===== config.mk =====
export PLATFORM = sky130hd
export DESIGN_NAME = jtopl_lfo
export DESIGN_NICKNAME = d
export VERILOG_FILES = /design/src/rtl/jtopl_lfo.sv
export SDC_FILE = /design/constraint.sdc
export NUM_CORES = 1
export LEC_CHECK = 0
export BUFFER_PORTS_ARGS = -buffer_cell sky130_fd_sc_hd__clkbuf_2
export CAP_MARGIN = 25
export CORE_UTILIZATION = 55
export CTS_CLUSTER_DIAMETER = 200
export DETAILED_ROUTE_END_ITERATION = 12
export PLACE_DENSITY = 0.79
export SYNTH_ARGS = -nofsm -noshare
export SYNTH_HDL_FRONTEND = slang
export SYNTH_SLANG_ARGS = --single-unit

===== constraint.sdc =====
create_clock -name clk -period 2 [get_ports clk]
set_input_delay 0 -clock clk [delete_from_list [all_inputs] [get_ports clk]]
set_output_delay 0 -clock clk [all_outputs]
set_load 0.1 [all_outputs]

===== src/rtl/jtopl_lfo.sv =====
// OPL low-frequency oscillators: vibrato phase counter and tremolo triangle,
// both advanced by the cen-qualified sample strobe.
module jtopl_lfo (
   input  logic       clk,
   input  logic       rst_n,
   input  logic       cen,
   input  logic       zero,
   input  logic       am_dep,
   output logic [4:0] lfo_mod,
   output logic [4:0] am
);

   logic       tick;
   logic [7:0] vib_pre;
   logic [5:0] trem_pre;
   logic [7:0] am_cnt;

   assign tick = cen & zero;

   // Fold the 0..209 step count into a 0..104 triangle, peak held for two steps.
   function automatic logic [7:0] tri_wave(input logic [7:0] cnt);
      return (cnt < 8'd105) ? cnt : (8'd209 - cnt);
   endfunction

   function automatic logic [4:0] depth_scale(input logic [7:0] t, input logic dep);
      return dep ? 5'(t >> 2) : 5'(t >> 4);
   endfunction

   always_ff @(posedge clk or negedge rst_n) begin
      if (!rst_n) begin
         vib_pre  <= 8'd0;
         lfo_mod  <= 5'd0;
         trem_pre <= 6'd0;
         am_cnt   <= 8'd0;
      end else if (tick) begin
         vib_pre  <= vib_pre + 8'd1;
         trem_pre <= trem_pre + 6'd1;
         if (vib_pre == 8'hff)
            lfo_mod <= lfo_mod + 5'd1;
         if (trem_pre == 6'd63)
            am_cnt <= (am_cnt == 8'd209) ? 8'd0 : am_cnt + 8'd1;
      end
   end

   // Depth output refreshes on every enabled cycle, so an am_dep change shows up
   // one cen cycle later even without a strobe.
   always_ff @(posedge clk or negedge rst_n) begin
      if (!rst_n)
         am <= 5'd0;
      else if (cen)
         am <= depth_scale(tri_wave(am_cnt), am_dep);
   end

endmodule


* Yosys cells after proc, flatten, opt, wreduce, memory -nomap -nowiden
Index checks and enable logic that the tools add are counted. Widths: inputs -> output; s select.
Storage, ports and cells: register bits 32, bits in latches 0, bits in writable memories 0, bits in read-only memories 0, bits of input ports 5, output and inout bits 10, logic and storage cells 20, memories kept 0
Operators by class: add/subtract/negate cells 5, $mul 0, divide/modulo/power cells 0, magnitude comparators 1, equal/unequal tests 3, shift-type cells 0, muxes and demuxes 3, bitwise logic cells 1, reductions and logical operators 2
Operators by type and width (number):
- $add 8x1->8 const B | 2
- $eq 8x8->1 const B | 2
- $mux 8 | 2
- $lt 8x7->1 const B | 1
- $sub 8x8->8 const A | 1
- $add 6x1->6 const B | 1
- $eq 6x6->1 const B | 1
- $add 5x1->5 const B | 1
- $mux 5 | 1
- $reduce_and 2->1 | 2
- $and 1x1->1 | 1

* Depth between registers and ports, before layout
Gate-level depths: netlist of the first run.
word-level depth 3, mapped depth 8

* Least setup slack after synthesis of the first run
Ideal clock, no wire load.
path type register to register, start register am_cnt[1], end register am_cnt[3], setup time 0.066 ns, arrival 1.655 ns, slack 0.279 ns, cell stages (with the launch flop) 8, buffers on the path 1, period minus slack after synthesis 1.721 ns, path through dfrtp_1 > inv_1 > ha_1 > nor2b_1 > and4_1 > clkbuf_1 > or4_1 > nand2_1
On the way: longest elaborated chain between the ends 2, elaborated cells between the ends (all ways) 3
RTL lines:
- start, declared | RTL line 16 | logic [7:0] am_cnt;
- start signal, assigned | RTL line 41 | am_cnt <= (am_cnt == 8'd209) ? 8'd0 : am_cnt + 8'd1;
- $add 8x1->8 / $eq 8x8->1 (equally long branches) | RTL line 41
- $mux 8 (*) | RTL line 41
Mark *: on every way between the ends. The rest lies on a longest branch, timed or not. A chain may end at the register's enable or synchronous reset.

* Worst setup path after layout of the first run
start register am_cnt[2], end register am_cnt[3]
Same word-level chain as after synthesis.

==> results of run 1 <==
-- metal layers --
metal / up-vias / GRT usage (%) / wire [µm]
met2: 36 / 35.54 / 1325
met3: 5 / 7.604 / 124
met4: 0 / 6.620 / 45
met1: 573 / 23.34 / 1259
li1: 589 / - / -
met5: - / 0 / 0
-- logic make-up (layout without fill, tap and decap cells) --
| kind of cell | after synthesis | after routing | share of synthesized area (%) |
|---|---|---|---|
| compound gates | 29 | 29 | 11.09 |
| xor+xnor | 20 | 20 | 10.79 |
| fa+ha+maj | 7 | 7 | 5.393 |
| buf+inv | 15 | 32 | 3.853 |
| flops | 32 | 32 | 49.31 |
| mux | 2 | 2 | 1.310 |
| simple gates | 59 | 59 | 18.26 |
-- layout make-up --
class                      count  area, µm²
tap                           31      38.79
clock buffer                   6      51.30
clock inverter                 2      10.01
fill                         225      996.0
multi-input combinational    117      760.7
sequential                    32      800.8
inverter                       7      26.28
timing repair buffer          17      97.59
-- timing repair --
| action | 4_1_cts | 5_1_grt |
|---|---|---|
| hold buffers | 2 | 0 |
| setup buffers | 0 | 0 |
| endpoints found under the hold margin | 35 | 0 |
-- placed cells by master (no fill, tap or decap), types with 2 or more instances in the layout --
master          n
nor2_1         10
o21a_1          2
a31oi_1         2
clkbuf_2       14
nand4_1         3
nand2b_1        2
nor3_1          2
a21oi_1         4
dlygate4sd3_1   2
and4_1          2
xor2_1          5
ha_1            7
clkbuf_4        5
nand3_1         8
nor2b_1         5
o21ai_0        11
clkinv_2        2
xnor2_1        15
nand2_1        19
and3_1          3
dfrtp_1        32
o31ai_1         3
inv_1           7
-- registers in the layout (all words and copies together), names as in the netlist --
register / count
am: 5
am_cnt: 8
lfo_mod: 5
trem_pre: 6
vib_pre: 8
-- power by group through the flow --
| stage | Combinational, mW | Sequential, mW | Clock [mW] |
|---|---|---|---|
| 5_1_grt | 0.256 | 0.877 | 0.422 |
| 2_1_floorplan | 0.144 | 0.886 | 0 |
| 6_report | 0.229 | 0.860 | 0.373 |
| 3_3_place_gp | 0.215 | 0.862 | 0 |
| 3_5_place_dp | 0.227 | 0.873 | 0 |
| 4_1_cts | 0.233 | 0.860 | 0.389 |
-- stage by stage --
stage | hold WS (ns) | power, mW | util [%] | area [µm²] | instances
final | 0.04516 | 1.462 | 64.19 | 1785 | 212
after global routing | 0.05063 | 1.555 | 64.19 | 1785 | 212
after CTS | 0.03622 | 1.482 | 64.19 | 1785 | 212
after detailed placement | 0.1049 | 1.099 | 61.27 | 1704 | 202
after global placement | 0.09649 | 1.077 | 61.27 | 1704 | 202
after floorplan | -0.2956 | 1.030 | - | 1624 | 164
-- how the worst max path moves through the flow --
stage	end	slack (ns)	cells after the start
2_1_floorplan	am_cnt[3]$_DFFE_PN0P_	0.28	7
3_3_place_gp	am_cnt[3]$_DFFE_PN0P_	0.29	6
3_5_place_dp	am_cnt[3]$_DFFE_PN0P_	0.17	6
4_1_cts	am_cnt[3]$_DFFE_PN0P_	0.14	6
5_1_grt	am_cnt[3]$_DFFE_PN0P_	0.007	7
6_report	am_cnt[3]$_DFFE_PN0P_	0.15	6
-- critical path, stage by stage (launching register included) --
cell	delay [ns]
dfrtp_1	0.45
inv_1	0.08
ha_1	0.20
nor2b_1	0.16
and4_1	0.28
or4_1	0.54
nand2_1	0.09
==> summary.md, run 1 <==
| Metric | Value |
|---|---|
| Largest net degree at the start of global routing | 33 |
| FP Rows | 19 |
| Cells after synthesis | around 160 |
| Number of DRC markers in iteration 0 | 48 |
| Sequential area share after synthesis | 49.31% |
| Crit end category | register |
| Hold_sp | zero |
| ANT cells | 0 |
| CTS buffer count | 5 |
| Top cells by instance count after synthesis | 32 x dfrtp_1, 19 x nand2_1, 15 x xnor2_1 |
| Die area | 0.003174 mm² |
| R2R cell count | 6 |
| R2R setup slack | 0.15 ns |
| DP Worst Slack | 0.1727 ns |
| CP Max Fanout | 8 |
| Fmax | about 0.54 GHz |
| Critical Path Source | am_cnt[2]$_DFFE_PN0P_ |
| Sw frac | 29.83% |
| Area contributors post-synth | dfrtp_1 49%, xnor2_1 8.1%, ha_1 5.4% |
| Hold Path End | vib_pre[0]$_DFFE_PN0P_ |
| DR vias | 1203 |
| Share of cells above drive strength 1 | 13.81% |
| RSZ-0062 raised after global routing | no |
| Initial Utilization | 58.39% |
| Clock sinks | 32 |
| Post-CTS Resized | 0 |
| TNS Setup | 0 ns |
| Area leader, netlist | dfrtp_1 |
| VDD IR-drop max | 0.7509 mV |
| Root Driver | clkbuf_4 |
| Fin crit period | roughly 1.9 ns |
| IO Pins | 15 |
| Maximum clock path buffer count | 2 |
| Critical Path Source Type | register |
| Final Max Slew Viols | 0 |
| CTS H-tree lvls | 2 |
| Post-synthesis cell type count | 36 |
| Slew @ Worst Pin | ~0.74 ns |
| Worst EP arrival | 2.12 ns |
| Post-synth EDFFs | 0 |
| Synth warn | 0 |
| Layout area overhead | 9.938% |
| WS Path Type | reg2reg |
| Worst slew margin | 50.54% |
| Leading cell type by number of instances after synthesis | dfrtp_1 |
| Combinational power share | about 16% |
| Final worst slack | 0.1477 ns |
| Ys async rst share | 100.0% |
| Post-synth net total | 176 |
| HPWL after DPL | 2.024 mm |
| Hold path cells | 3 |
| Status | complete, no violations |
| Wire per inst | between 10 and 15 µm |
| Vias in the first global route | 1179 |
| CTS tree | done |
| Drt total wl | 2.755 mm |
| Initial antenna violation count | 0 |
| Endpoints failing setup | 0 |
| PwrDens | 818.9 mW/mm² |
| Congestion Overflow GR | 0 |
| First-pass GRT wire length | 4.995 mm |
| Min-delay worst type | in2reg |
| Post-Syn Area | 0.001624 mm² |
| Pre-Repair DR Iteration Count | 4 |
| Core area | approximately 0.0028 mm² |
| Power Internal | 1.026 mW |
| Placer congestion estimate | 0.8947 |
| Vias per cell | 5.675 |
| Tcrit/Tclk final | between 90% and 100% |
| Clock slew at reported path FFs | 0.09 ns |
| GR Util All Layers | 20.50% |
| Final hold vios | 0 |
| # DRC | 0 |
| Die height | about 56 µm |
| Die Span X | 56.34 µm |
| Clk Latency, worst-skew pair | 0.32 ns |
| Top cell type's share of synthesized area | 49.31% |
| RR Startpoint | am_cnt[2]$_DFFE_PN0P_ |
| Flops & latches, synth | 32 |
| NetSw | about 440 µW |
| Predominant post-synthesis flop cell | dfrtp_1 |
| P_leak | between 0.8 and 0.9 nW |
| Reg2Reg Capture Point | am_cnt[3]$_DFFE_PN0P_ |
| Reg power frac | around 59% |
| Syn Area/Cell | 9.903 µm² |
| Nets | 192 |
| Clk_skew | 0.002940 ns |
| Max cap viols | 0 |
| Port bufs | 14 |
| Clock power share | 25.5% |
| CP Data Required Time | 2.27 ns |
| ANT nets after route | 0 |
Power figures use the tool's default switching activity.
==> run 2, diff against run 1 <==
--- a/config.mk
+++ b/config.mk
@@ -11,6 +11,8 @@
 export CTS_CLUSTER_DIAMETER = 200
 export DETAILED_ROUTE_END_ITERATION = 12
 export PLACE_DENSITY = 0.79
+export SETUP_SLACK_MARGIN = 0.2
 export SYNTH_ARGS = -nofsm -noshare
 export SYNTH_HDL_FRONTEND = slang
 export SYNTH_SLANG_ARGS = --single-unit
+export TNS_END_PERCENT = 30
==> run 2 against run 1 <==
  * Flip-flop and latch count stayed put
  * Clock skew hardly changed
  * Hold slack worse by 0.0018 ns
  * Die area stayed put
  * Largest power group unchanged
  * Combinational power is 14% higher
==> summary.md, run 2 (same netlist as run 1, synthesis figures left out) <==
| Metric | Value |
|---|---|
| Nets | approximately 200 |
| CTS H-tree lvls | 2 |
| Clk_skew | approximately 0.0030 ns |
| Crit end category | register |
| Vias in the first global route | 1186 |
| Largest registers | am_cnt: 8 flops, vib_pre: 8 flops, trem_pre: 6 flops |
| DR vias | 1214 |
| Port bufs | 14 |
| Worst path top cell family by delay | simple AND/OR/NAND/NOR gates |
| Critical Path Source Type | register |
| WS Path Type | reg2reg |
| ANT cells | 0 |
| Post-route insts no fill | 216 |
| CP Cell Sequence | ha_1 -> nand4_2 -> or2_4 -> or4_1 -> nand2_1 |
| Initial antenna violation count | 0 |
| CTS buffer count | 5 |
| Initial Utilization | 58.39% |
| Root Driver | clkbuf_4 |
| P_leak | around 0.86 nW |
| CTS tree | done |
| First-pass GRT wire length | 5.037 mm |
| RSZ-0062 raised after global routing | no |
| Layout area overhead | 12.25% |
| Worst path max stage delay | 0.50 ns |
| Number of DRC markers in iteration 0 | 45 |
| Fmax | 0.5955 GHz |
| FP Rows | 19 |
| HPWL after DPL | 2.024 mm |
| Congestion Overflow GR | 0 |
| Pre-Repair DR Iteration Count | 4 |
| Min-delay worst type | in2reg |
| Wire per inst | 13.00 µm |
| Die height | around 56 µm |
| Final hold vios | 0 |
| Status | complete, no violations |
| ANT nets after route | 0 |
| Max cap viols | 0 |
| Placer congestion estimate | 0.8947 |
| Clk Latency, worst-skew pair | about 0.33 ns |
| Fill cells | 221 |
| Slowest-stage cell, CP | or4_1 |
| PwrDens | 820.2 mW/mm² |
| Endpoints failing setup | 0 |
| VDD IR-drop max | 0.7531 mV |
| Core area | about 0.0028 mm² |
| CP Data Required Time | ~2.3 ns |
| Die area | 0.003174 mm² |
| Worst slew margin | 49.95% |
| # DRC | 0 |
| Dpl cells | between 200 and 250 |
| Critical path buffers and inverters | 0 |
| IO Pins | 15 |
| Commonest non-fill, non-tap cells in the layout | 32 x dfrtp_1, 19 x nand2_1, 15 x xnor2_1, 14 x clkbuf_2, 11 x o21ai_0 |
| Drt total wl | 2.807 mm |
| Clock slew at reported path FFs | 0.09 ns |
| Worst EP arrival | just under 2 ns |
| Largest net degree at the start of global routing | 33 |
| Die Span X | 56.34 µm |
| Most common cell after layout, fill and taps aside | dfrtp_1 |
| Fin crit period | between 1.5 and 2 ns |
| Clock sinks | 32 |
| Share of cells above drive strength 1 | 17.30% |
| Final hold slack | 0.04337 ns |
| TNS Setup | 0 ns |
| Vias per cell | 5.620 |
| Slew @ Worst Pin | between 0.7 and 0.8 ns |
| Maximum clock path buffer count | 2 |
| CP Max Fanout | 14 |
| Tcrit/Tclk final | roughly 84% |
| GR Util All Layers | 20.65% |
| Final Max Slew Viols | 0 |
-- run 2: cell type report --
| cell class | instances | area, µm² | share of cell area (%) |
|---|---|---|---|
| clock inverters | 2 | 10.01 | 0.5491 |
| flip-flops and latches | 32 | 800.8 | 43.93 |
| repair buffers | 21 | 127.6 | 7.001 |
| clock buffers | 6 | 51.30 | 2.814 |
| multi-input cells | 117 | 768.2 | 42.14 |
| well taps | 31 | 38.79 | 2.128 |
| inverters | 7 | 26.28 | 1.441 |
-- run 2: final timing paths --
check | start | end | slack [ns] | cells after the start
worst min-delay path | cen | am[2]$_DFFE_PN0P_ | 0.04 | 3
max in group asynchronous | rst_n | am[0]$_DFFE_PN0P_ | 1.26 | 2
worst max-delay path | trem_pre[0]$_DFFE_PN0P_ | am_cnt[3]$_DFFE_PN0P_ | 0.32 | 5
worst max register to register | trem_pre[0]$_DFFE_PN0P_ | am_cnt[3]$_DFFE_PN0P_ | 0.32 | 5
min in group asynchronous | rst_n | vib_pre[6]$_DFFE_PN0P_ | 0.27 | 2
worst min register to register | trem_pre[5]$_DFFE_PN0P_ | trem_pre[5]$_DFFE_PN0P_ | 0.47 | 1
-- run 2: stage by stage --
step / instance area, µm² / total power, mW / worst slack, ns / utilization (%)
CTS: 1804 / 1.482 / 0.2538 / 64.87
global placement: 1704 / 1.077 / 0.2935 / 61.27
detailed placement: 1704 / 1.099 / 0.1727 / 61.27
global route: 1823 / 1.584 / 0.1967 / 65.54
finish: 1823 / 1.495 / 0.3208 / 65.54
floorplan: 1624 / 1.030 / 0.2794 / -
-- run 2: worst reg2reg max path, delay by kind of cell (launching register included) --
family	cells	cell delay [ns]
AND/OR/NAND/NOR	4	1.02
flip-flops	1	0.40
adder cells (fa/ha/maj)	1	0.20
-- run 2: repair_timing --
item,CTS,global route
pin swaps,0,1
hold buffers,2,0
gates resized for setup,2,2
setup buffers,2,2
setup endpoints to repair,1,1
endpoints found under the hold margin,35,0
-- run 2: layer usage --
layer | GRT usage, % | up-vias | routed length (µm)
met2 | 35.54 | 30 | 1355
met3 | 7.604 | 4 | 102
met4 | 6.620 | 0 | 41
met5 | 0 | - | 0
met1 | 23.80 | 580 | 1307
li1 | - | 600 | -
-- run 2: where the power goes --
group	switching, mW	internal, mW
combinational	0.135	0.126
clock	0.210	0.167
sequential	0.101	0.756
==> run 3, diff against run 2 <==
--- a/config.mk
+++ b/config.mk
@@ -5,12 +5,13 @@
 export SDC_FILE = /design/constraint.sdc
 export NUM_CORES = 1
 export LEC_CHECK = 0
+export ABC_AREA = 1
 export BUFFER_PORTS_ARGS = -buffer_cell sky130_fd_sc_hd__clkbuf_2
 export CAP_MARGIN = 25
 export CORE_UTILIZATION = 55
 export CTS_CLUSTER_DIAMETER = 200
 export DETAILED_ROUTE_END_ITERATION = 12
-export PLACE_DENSITY = 0.79
+export PLACE_DENSITY = 0.78
 export SETUP_SLACK_MARGIN = 0.2
 export SYNTH_ARGS = -nofsm -noshare
 export SYNTH_HDL_FRONTEND = slang
==> constraint.sdc (replaced) <==
create_clock -name clk -period 1.55 [get_ports clk]
set_input_delay 0 -clock clk [delete_from_list [all_inputs] [get_ports clk]]
set_output_delay 0 -clock clk [all_outputs]
set_load 0.1 [all_outputs]
==> run 3 against run 2 <==
  * Via count increased by 29%
  * Flip-flop and latch count unchanged
  * Fmax increased by 24%
  * Clock power increased by 69%
  * Critical endpoint is now am_cnt[4]$_DFFE_PN0P_
  * Highest routed layer unchanged
==> summary.md, run 3 <==
| Metric | Value |
|---|---|
| Die height | 59.57 µm |
| Grt met3 use | 6.550% |
| Most common cell after layout, fill and taps aside | nand2_1 |
| Synth warn | 0 |
| Area contributors post-synth | dfrtp_1 44%, nand2_1 13%, nand3_1 7.4% |
| Drt total wl | 3.795 mm |
| TNS Setup | 0 ns |
| Largest net degree at the start of global routing | 18 |
| Max cap viols | 0 |
| Post-synth net total | 234 |
| FP Rows | 20 |
| Maximum clock path buffer count | 2 |
| Root Driver | clkbuf_4 |
| Min-delay worst type | in2reg |
| ANT cells | 0 |
| Crit end category | register |
| DP Worst Slack | approximately 0.068 ns |
| Share of cells above drive strength 1 | approximately a quarter |
| Core area | 0.003103 mm² |
| Dpl cells | 282 |
| Clock slew at reported path FFs | 0.10 ns |
| CP Max Fanout | 6 |
| Met1 Use GR | 27.52% |
| Top cell type's share of synthesized area | 43.93% |
| Worst EP arrival | 1.57 ns |
| Top cells by instance count after synthesis | 65 x nand2_1, 32 x dfrtp_1, 28 x inv_1 |
| HPWL after DPL | 2.468 mm |
| Initial antenna violation count | 0 |
| DR vias | between 1500 and 2000 |
| Initial Utilization | 58.75% |
| Post-route insts no fill | 301 |
| Vias in the first global route | about 1300 |
| Congestion Overflow GR | 0 |
| Commonest non-fill, non-tap cells in the layout | 60 x nand2_1, 26 x nand3_1, 25 x inv_1, 25 x dfrtp_1, 14 x clkbuf_2 |
| First-pass GRT wire length | 5.768 mm |
| PwrDens | between 1000 and 1500 mW/mm² |
| VDD IR-drop max | between 0.6 and 0.7 mV |
| Critical Path Source Type | register |
| Syn Area/Cell | 8.212 µm² |
| Util after Layout | between 70% and 80% |
| Post-Syn Area | ~0.0018 mm² |
| Fmax | 0.7408 GHz |
| CTS buffer count | 5 |
| CTS tree | done |
| Vias per cell | slightly above 5 |
| Ys async rst share | 100.0% |
| Die area | about 0.0035 mm² |
| IO Pins | 15 |
| Busiest grt layer | met2 |
| Pwr Total | between 2 and 2.5 mW |
| Port bufs | 14 |
| Clk_skew | 0.006719 ns |
| Post-synthesis cell type count | 23 |
| Final worst slack | between 0.2 and 0.25 ns |
| Number of DRC markers in iteration 0 | between 70 and 80 |
| Nets | about 270 |
| Clock sinks | 32 |
| Placer congestion estimate | 0.8549 |
| Post-synth EDFFs | 0 |
| Fin crit period | 1.350 ns |
| CP Data Required Time | 1.77 ns |
| CTS H-tree lvls | 2 |
| GR Util All Layers | 22.69% |
| Placed cell area | 0.001976 mm² |
| Final Max Slew Viols | 0 |
| Endpoints failing setup | 0 |
| Worst slew margin | 64.07% |
| Pre-Repair DR Iteration Count | 4 |
| Sequential area share after synthesis | 43.93% |
| ANT nets after route | 0 |
| Finished Cell Area | 0.002227 mm² |
| Final hold vios | 0 |
| RSZ-0062 raised after global routing | yes |
| Final hold slack | 0.02492 ns |
| Flops & latches, synth | 32 |
| P_leak | 1.105 nW |
| Area leader, netlist | dfrtp_1 |
| Tcrit/Tclk final | 87.09% |
| GR Util met2 | 37.40% |
| Leading cell type by number of instances after synthesis | nand2_1 |
| Wire per inst | 12.61 µm |
| Slew @ Worst Pin | 0.5412 ns |
| # DRC | 0 |
| WS Path Type | reg2reg |
| Layout area overhead | 22.17% |
| Status | complete, no violations |
| Cells after synthesis | around 220 |
| Die Span X | approximately 60 µm |
| Clk Latency, worst-skew pair | between 0.3 and 0.4 ns |
| Largest registers | am_cnt: 8 flops, vib_pre: 8 flops, trem_pre: 6 flops |
| Predominant post-synthesis flop cell | dfrtp_1 |
==> run 3: cell count changes in the layout (fill, tap and decap cells not counted), sizes merged, moves of 7 or more <==
cell,before,now
nand2,19,67
inv,7,28
nand3,8,29
buf,5,14
xor2,5,13
xnor2,15,8
==> run 3: worst paths after layout <==
kind,start,to,slack (ns),cells past startpoint
setup / recovery,am_cnt[1]$_DFFE_PN0P_,am_cnt[4]$_DFFE_PN0P_,0.20,7
hold / removal,zero,vib_pre[0]$_DFFE_PN0P_,0.02,3
setup reg to reg,am_cnt[1]$_DFFE_PN0P_,am_cnt[4]$_DFFE_PN0P_,0.20,7
hold reg to reg,lfo_mod[3]$_DFFE_PN0P_,lfo_mod[3]$_DFFE_PN0P_,0.48,1
max in group asynchronous,rst_n,am_cnt[3]$_DFFE_PN0P_,0.85,3
min in group asynchronous,rst_n,am[1]$_DFFE_PN0P_,0.12,2
==> run 3: layout make-up <==
class,instances,area (µm²)
Sequential cell,32,814.5
Clock inverter,2,35.03
Timing Repair Buffer,31,206.4
Multi-Input combinational cell,157,964.7
Tap cell,44,55.05
Inverter,29,110.1
Fill cell,238,875.8
Clock buffer,6,41.29
==> run 3: metal layers <==
| metal | wire length [µm] | part of all wire (%) |
|---|---|---|
| met5 | 0 | 0 |
| met4 | 125 | 3.3 |
| met3 | 162 | 4.3 |
| met2 | 1830 | 48 |
| met1 | 1676 | 44 |
==> run 3: logic make-up (layout without fill, tap and decap cells) <==
logic type / Yosys count / after routing / synth area share [%]
AND/OR/NAND/NOR: 119 / 119 / 30.82
flip-flops: 32 / 32 / 43.93
AO/OA/AOI/OAI: 10 / 10 / 2.745
XOR/XNOR: 21 / 21 / 10.09
adder cells (fa/ha/maj): 7 / 7 / 4.804
buffers and inverters: 33 / 68 / 7.618
==> run 3: worst max-delay path, cell delays in order, from the launching register on <==
cell and delay (ns):
dfrtp_1 0.41, inv_2 0.13, ha_4 0.15, inv_1 0.07, nor3_2 0.16, nand2_2 0.14, nand4_1 0.09, o21ai_0 0.08
==> run 3: power breakdown <==
| part | switching [mW] | internal [mW] |
|---|---|---|
| Sequential | 0.161 | 0.994 |
| Combinational | 0.371 | 0.254 |
| Clock | 0.300 | 0.338 |
==> run 3: repair_timing <==
action / 4_1_cts / 5_1_grt
buffers inserted: 1 / 6
hold buffers: 3 / 0
cloned: 0 / 1
gates resized for setup: 4 / 21
pin swaps: 1 / 6
endpoints found under the setup margin: 11 / 13
endpoints found under the hold margin: 18 / 0
